===== src/rtl/my_pecell_reset_sequencer.sv =====
// Reset sequencer for the PE cell array: synchronizes rst_n deassertion, releases the
// per-domain resets one stage at a time, then counts run cycles until a soft reset restarts it.
module my_pecell_reset_sequencer #(
    parameter int SYNC_STAGES     = 2,
    parameter int NUM_STAGES      = 4,
    parameter int HOLD_CYCLES     = 16,
    parameter int SOFT_RST_CYCLES = 8,
    parameter int CNT_W           = 32
) (
    input  logic                  clk,
    input  logic                  rst_n,
    input  logic                  soft_rst_req,
    output logic                  soft_rst_ack,
    output logic                  sync_rst_n,
    output logic [NUM_STAGES-1:0] stage_rst_n,
    output logic                  init_done,
    output logic [CNT_W-1:0]      cycle_cnt
);

    localparam int HOLD_W = (HOLD_CYCLES > 1) ? $clog2(HOLD_CYCLES) : 1;
    localparam int SOFT_W = (SOFT_RST_CYCLES > 1) ? $clog2(SOFT_RST_CYCLES) : 1;

    localparam logic [HOLD_W-1:0]     HOLD_LAST = HOLD_W'(HOLD_CYCLES - 1);
    localparam logic [SOFT_W-1:0]     SOFT_LAST = SOFT_W'(SOFT_RST_CYCLES - 1);
    localparam logic [CNT_W-1:0]      CNT_MAX   = {CNT_W{1'b1}};
    localparam logic [NUM_STAGES-1:0] STAGES_IN = {NUM_STAGES{1'b0}};

    typedef enum logic [1:0] {
        ST_SYNC    = 2'd0,
        ST_RELEASE = 2'd1,
        ST_RUN     = 2'd2,
        ST_SOFT    = 2'd3
    } state_t;

    logic [SYNC_STAGES-1:0] sync_q;
    state_t                 state_q, state_d;
    logic [HOLD_W-1:0]      hold_q, hold_d;
    logic [SOFT_W-1:0]      soft_q, soft_d;
    logic [NUM_STAGES-1:0]  stage_q, stage_d;
    logic                   init_q, init_d;
    logic                   ack_q, ack_d;
    logic [CNT_W-1:0]       cnt_q, cnt_d;
    logic [NUM_STAGES-1:0]  stage_next_s;

    // Reset-deassert synchronizer: async clear, shifts in ones once rst_n is high.
    always_ff @(posedge clk or negedge rst_n) begin
        if (!rst_n) begin
            sync_q <= {SYNC_STAGES{1'b0}};
        end else begin
            sync_q <= {sync_q[SYNC_STAGES-2:0], 1'b1};
        end
    end

    // Releasing the next stage means shifting one more 1 in from the bottom.
    assign stage_next_s = NUM_STAGES'({stage_q, 1'b1});

    // Next-state and registered-output logic for the release sequencer.
    always_comb begin
        state_d = state_q;
        hold_d  = hold_q;
        soft_d  = soft_q;
        stage_d = stage_q;
        init_d  = init_q;
        ack_d   = 1'b0;
        cnt_d   = cnt_q;
        case (state_q)
            ST_SYNC: begin
                // Leave SYNC on the same edge sync_rst_n rises, so stage timing counts from it.
                if (sync_q[SYNC_STAGES-2]) begin
                    state_d = ST_RELEASE;
                    hold_d  = {HOLD_W{1'b0}};
                end else begin
                    state_d = ST_SYNC;
                end
            end
            ST_RELEASE: begin
                if (hold_q == HOLD_LAST) begin
                    hold_d  = {HOLD_W{1'b0}};
                    stage_d = stage_next_s;
                    if (&stage_next_s) begin
                        init_d  = 1'b1;
                        state_d = ST_RUN;
                    end else begin
                        state_d = ST_RELEASE;
                    end
                end else begin
                    hold_d = hold_q + HOLD_W'(1'b1);
                end
            end
            ST_RUN: begin
                if (soft_rst_req) begin
                    ack_d   = 1'b1;
                    stage_d = STAGES_IN;
                    init_d  = 1'b0;
                    cnt_d   = {CNT_W{1'b0}};
                    soft_d  = {SOFT_W{1'b0}};
                    state_d = ST_SOFT;
                end else if (cnt_q != CNT_MAX) begin
                    cnt_d = cnt_q + CNT_W'(1'b1);
                end else begin
                    cnt_d = cnt_q;
                end
            end
            ST_SOFT: begin
                if (soft_q == SOFT_LAST) begin
                    state_d = ST_RELEASE;
                    hold_d  = {HOLD_W{1'b0}};
                end else begin
                    soft_d = soft_q + SOFT_W'(1'b1);
                end
            end
            default: begin
                state_d = ST_SYNC;
                stage_d = STAGES_IN;
                init_d  = 1'b0;
                cnt_d   = {CNT_W{1'b0}};
            end
        endcase
    end

    // Sequencer state, counters and registered outputs.
    always_ff @(posedge clk or negedge rst_n) begin
        if (!rst_n) begin
            state_q <= ST_SYNC;
            hold_q  <= {HOLD_W{1'b0}};
            soft_q  <= {SOFT_W{1'b0}};
            stage_q <= STAGES_IN;
            init_q  <= 1'b0;
            ack_q   <= 1'b0;
            cnt_q   <= {CNT_W{1'b0}};
        end else begin
            state_q <= state_d;
            hold_q  <= hold_d;
            soft_q  <= soft_d;
            stage_q <= stage_d;
            init_q  <= init_d;
            ack_q   <= ack_d;
            cnt_q   <= cnt_d;
        end
    end

    assign sync_rst_n   = sync_q[SYNC_STAGES-1];
    assign stage_rst_n  = stage_q;
    assign init_done    = init_q;
    assign soft_rst_ack = ack_q;
    assign cycle_cnt    = cnt_q;

endmodule


===== config.mk =====
export PLATFORM = sky130hd
export DESIGN_NAME = my_pecell_reset_sequencer
export DESIGN_NICKNAME = d
export VERILOG_FILES = /design/src/rtl/my_pecell_reset_sequencer.sv
export SDC_FILE = /design/constraint.sdc
export NUM_CORES = 1
export LEC_CHECK = 0
export CORE_ASPECT_RATIO = 1.75
export CORE_MARGIN = 2
export CORE_UTILIZATION = 40
export CTS_CLUSTER_DIAMETER = 120
export DETAILED_ROUTE_END_ITERATION = 7
export SYNTH_ARGS = -nofsm -noshare
export SYNTH_HDL_FRONTEND = slang
export SYNTH_SLANG_ARGS = --single-unit

===== constraint.sdc =====
create_clock -name clk -period 2.2 [get_ports clk]
set_clock_uncertainty 0.2 [all_clocks]
set_input_delay 0.22 -clock clk [delete_from_list [all_inputs] [get_ports clk]]
set_output_delay 0.22 -clock clk [all_outputs]
set_load 0.02 [all_outputs]

# == After elaboration in Yosys (flattened, before gate mapping) ==
# Cells that the tools add are included.
# classes
add_sub_neg,3
muxes,24
n_reduce_logical,12
eq_ne,12
# op_table
cell,count
$mux 32,2
$add 32x1->32 const B,1
$ne 32x32->1 const B,1
$mux 4,5
$reduce_and 3->1,5
$ne 2x2->1 const B,6
$pmux 4 s3,1
$mux 2,4
$pmux 2 s4,1
$pmux 4 s2,1
$mux 1,6
$mux 3,2
$pmux 3 s2,1
$reduce_bool 2->1,3
$add 4x1->4 const B,1
$eq 2x2->1 const B,2
$eq 4x4->1 const B,1
$reduce_and 4->1,1
$add 3x1->3 const B,1
$eq 3x3->1 const B,1
$reduce_bool 3->1,1
$eq 2x1->1 const B,1
$logic_not 2->1,1
$pmux 1 s2,1
$reduce_and 2->1,1
# word_totals
word_cells,59
input_bits,3
reg_bits,49
out_inout_bits,39

# == Logic depth before layout (Yosys ltp) ==
# logic_depth
word_depth,4
mapped_depth,9
mapped_depth_nobuf,7

# == Worst setup path after synthesis ==
# OpenSTA, ideal clock, no wires.
# synth_timing
path_kind,reg-to-reg
startpoint,"register cnt_q[0], in the netlist cycle_cnt[0]"
endpoint,"register cnt_q[10], in the netlist cycle_cnt[10]"
setup_time_ps,132
setup_slack_ps,-31
path_stages_with_launch,10
t_arrival_ps,1899
synth_period_minus_slack_ps,2231
required_ps,1868
path_buffers,3
cell_sequence,dfrtp_1 ha_1 nand3_2 nor2_2 and4_1 buf_6 nand2b_4 buf_6 buf_6 o211ai_2
# synth_via
elab_chain_len,3
word_cells_on_any_way,6
cone_classes,add/sub (1); eq/ne (1); mux (2); reduce/logical (2)
# synth_rtl
element,line,source
"start, declared",42,"logic [CNT_W-1:0] cnt_q, cnt_d;"
"start signal, assigned",130,cnt_q <= {CNT_W{1'b0}};
"start signal, assigned",138,cnt_q <= cnt_d;
$add 32x1->32 / $ne 32x32->1 (equally long branches),"99, 98",
$mux 32 / $reduce_bool 2->1 (equally long branches),--,
$mux 32 / $reduce_and 2->1 (equally long branches),--,
# Several ways; a longest one is shown, not always the timed one. The select of a mux whose other input is x is not followed.
# A chain may end at the register's enable or synchronous reset.

# == Final worst setup path ==
# layout_timing
startpoint,"register cnt_q[4], in the netlist cycle_cnt[4]"
endpoint,"register cnt_q[26], in the netlist cycle_cnt[26]"
# Same word-level chain as after synthesis.

==> flow_summary.yaml <==
clock_tree:
  numCtsBuffers: 5
  clkTransAtPathRegs_ns: 0.07
  cts.htree.levels: 2
  cts_buffer_depth: 2
  cts.sinks: 49
  clock_latency_ns: 0.29
  cts_resized: 0
  tritoncts: "done"
  cts-root-buf: "clkbuf_16"
timing:
  timing.final.ws_setup_ns: 0.0701
  fin_tns_setup_ns: 0
  setup_viol: 0
  fmax_mhz: 470
  fin_crit_ns: 2.13
  report.final.slew_viol_count: 0
  final-hold-violation-count: 0
  rsz0062_at_grt: "false"
  period_share_pct: 96.8
floorplan:
  num_rows: 40
  pin_count: 42
  core_sq_um: 6860
  start_util_pct: 41.1
  die-width_um: 67.5
  die_h_um: 115
  dieArea_sq_um: 7770
routing:
  drt-pass1-iter-count: 4
  wirelength_mm: 7.42
  remaining_drc_errors: 0
  ant_nets: 0
  drtIter0Drc: 102
  avgViaCountPerCell: 5.75
  wl_per_cell_um: 16.6
  vias: 2564
grt:
  grt_pass1_vias: 2415
  grt_max_degree: 38
  grt_overflow_total: 0
  grt_usage_pct: 20.1
  grt_pass1_wl_mm: 11.9
  antenna_found_initial: 0
placement:
  hpwl_mm: 5.29
  dp_slack_ns: 0.0575
  gp_congestion: 0.824
  io_buffers: 41
setup_path:
  max_stage_delay_ns: 0.50
  crit_type: "reg2reg"
  crit_buf_inv: 0
  crit_fanout: 9
  rrSetupSlack_ns: 0.07
  r2r_start: "cycle_cnt[4]"
  ff2ff_path_depth: 5
  rr_endpoint: "cycle_cnt[26]"
  slowest_stage: "dfrtp_1"
  crit_start: "cycle_cnt[4]"
  critPathTopFamily: "simple AND/OR/NAND/NOR gates"
  cp-start-kind: "flip-flop"
  crit_top_cell: "nand4_1"
  crit_path_end_kind: "flip-flop"
  crit_chain: "nand4_1, nor4_4, nand4_1, mux2_1, a21o_1"
  worstPathArrival_ns: 2.12
  crit_required_ns: 2.19
worst_hold_path:
  worstHoldEndpoint: "sync_q[1]"
  hold_path.class: "reg2reg"
  whs_path_depth: 0
  hold_path.startpoint: "sync_q[0]"
cells_and_area:
  layout.area.seq_sq_um: 1230
  area_delta_synth_final_pct: 31.5
  layout-drive-gt1-share_pct: 18.0
  diodes: 0
  final_core_utilization_pct: 54.1
  nNetsFinal: 368
  fillCellCount: 648
  multi_input_area_sq_um: 1480
run_status:
  status: "completed"
power:
  ir_worst_vdd_v: 0.000493
  power_leakage_nw: 1.56
  powerDensity_nw_per_um2: 498
flow_run:
  drv_cap: 0
yosys:
  synth-edff-count: 0
  netlist_area_sq_um: 2820
  synth_nets: 297
  post_synth.cell_area_avg_sq_um: 9.72
  ys_ff_latch: 49
  synth.distinct_cells: 51
  async_flop_share_pct: 100
  ys_seq_area_share_pct: 43.5
  ys.flop_type: "dfrtp_1"
  synth_warnings: 0
  synth_cells: 290
-- timing repair --
action / 4_1_cts / 5_1_grt
hold buffers: 1 / 0
hold endpoints to repair: 18 / 0
setup buffers: 0 / 3
setup endpoints to repair: 0 / 11
-- placed cells by master (no fill, tap or decap), drive strengths merged, types with 2 or more instances in the layout --
cell type / instances
a211o: 4
a21o: 6
a21oi: 9
a22o: 6
a311oi: 2
and3: 14
and4: 4
buf: 38
clkbuf: 6
clkdlybuf4s50: 40
dfrtp: 49
ha: 4
inv: 5
mux2: 4
mux2i: 10
nand2: 25
nand2b: 4
nand3: 18
nand4: 12
nor2: 19
nor2b: 6
nor3: 11
nor4: 8
o211ai: 2
o21ai: 18
o2bb2ai: 15
o31ai: 2
or2: 2
or3: 4
-- worst reg2reg max path: stages, from the launching register on --
cell	delay, ns
dfrtp_1	0.50
nand4_1	0.26
nor4_4	0.41
nand4_1	0.18
mux2_1	0.33
a21o_1	0.15
-- synthesized netlist by cell type, types with 4 or more instances --
cell type / instances / area [sq um]
nor2_1: 18 / 67.6
a21oi_1: 9 / 45.0
clkbuf_1: 7 / 26.3
nor3_1: 10 / 50.1
nand4_1: 10 / 62.6
nand2_1: 25 / 93.8
inv_1: 5 / 18.8
or3_1: 4 / 25.0
nand3_1: 17 / 85.1
dfrtp_1: 49 / 1230
a21o_1: 6 / 45.0
ha_1: 4 / 50.1
a22o_1: 6 / 52.6
buf_6: 5 / 56.3
mux2i_1: 10 / 100
nor4_1: 6 / 37.5
o2bb2ai_1: 15 / 131
o21ai_0: 16 / 80.1
and3_1: 14 / 87.6
a211o_1: 4 / 35.0
nor2b_1: 6 / 37.5
and4_1: 4 / 35.0
-- cells by family after synthesis --
logic type	count (synthesis)	synth area share (%)
AO/OA/AOI/OAI	70	17.9
buffers and inverters	21	4.30
adder cells (fa/ha/maj)	4	1.77
other	1	0.133
flip-flops	49	43.5
multiplexers	14	5.15
AND/OR/NAND/NOR	130	26.9
XOR/XNOR	1	0.311
-- sequential cells by signal, indices dropped and copies added, names as in the netlist, named ones only --
signal,count
soft_q,3
hold_q,4
init_done,1
soft_rst_ack,1
state_q,1
sync_q,2
cycle_cnt,32
stage_rst_n,4
-- where the power goes --
| group | internal (mW) | total (mW) | switching, mW |
|---|---|---|---|
| sequential | 0.903 | 0.906 | 0.00272 |
| combinational | 0.0200 | 0.0600 | 0.0400 |
| clock | 0.539 | 0.879 | 0.339 |
| total | 1.46 | 1.84 | 0.382 |
-- layout make-up --
class | count | share of cell area [%]
Sequential cell | 49 | 33.1
Multi-Input combinational cell | 221 | 40.0
Clock buffer | 6 | 3.48
Clock inverter | 2 | 1.05
Tap cell | 84 | 2.83
Inverter | 5 | 0.506
Timing Repair Buffer | 79 | 19.0
-- metrics by stage --
step                power [mW]  hold slack [ns]  instance area (sq um)  instances
CTS                       1.86            0.198                   3680        442
finish                    1.84            0.199                   3710        446
floorplan                0.946           -0.276                   2820        290
detailed placement       0.984          0.00664                   3500        433
global placement         0.984          0.00398                   3500        433
global route              1.90            0.219                   3710        446
-- per-layer routing --
| layer | GRT usage, % | part of all wire (%) | vias to the layer above |
|---|---|---|---|
| li1 | - | - | 1239 |
| met1 | 23.7 | 40 | 1276 |
| met2 | 36.2 | 56 | 41 |
| met3 | 3.13 | 2.7 | 8 |
| met4 | 6.12 | 1.7 | 0 |
| met5 | 0 | 0 | - |
-- how the worst max path moves through the flow --
stage / slack, ns / depth (start not counted) / endpoint
after floorplan: 0.06 / 9 / cycle_cnt[10]
after global placement: 0.1 / 7 / cycle_cnt[11]
after detailed placement: 0.06 / 6 / cycle_cnt[26]
after CTS: 0.06 / 6 / cycle_cnt[26]
after global routing: 0.004 / 5 / cycle_cnt[26]
final: 0.07 / 5 / cycle_cnt[26]
Power figures use the tool's default switching activity.
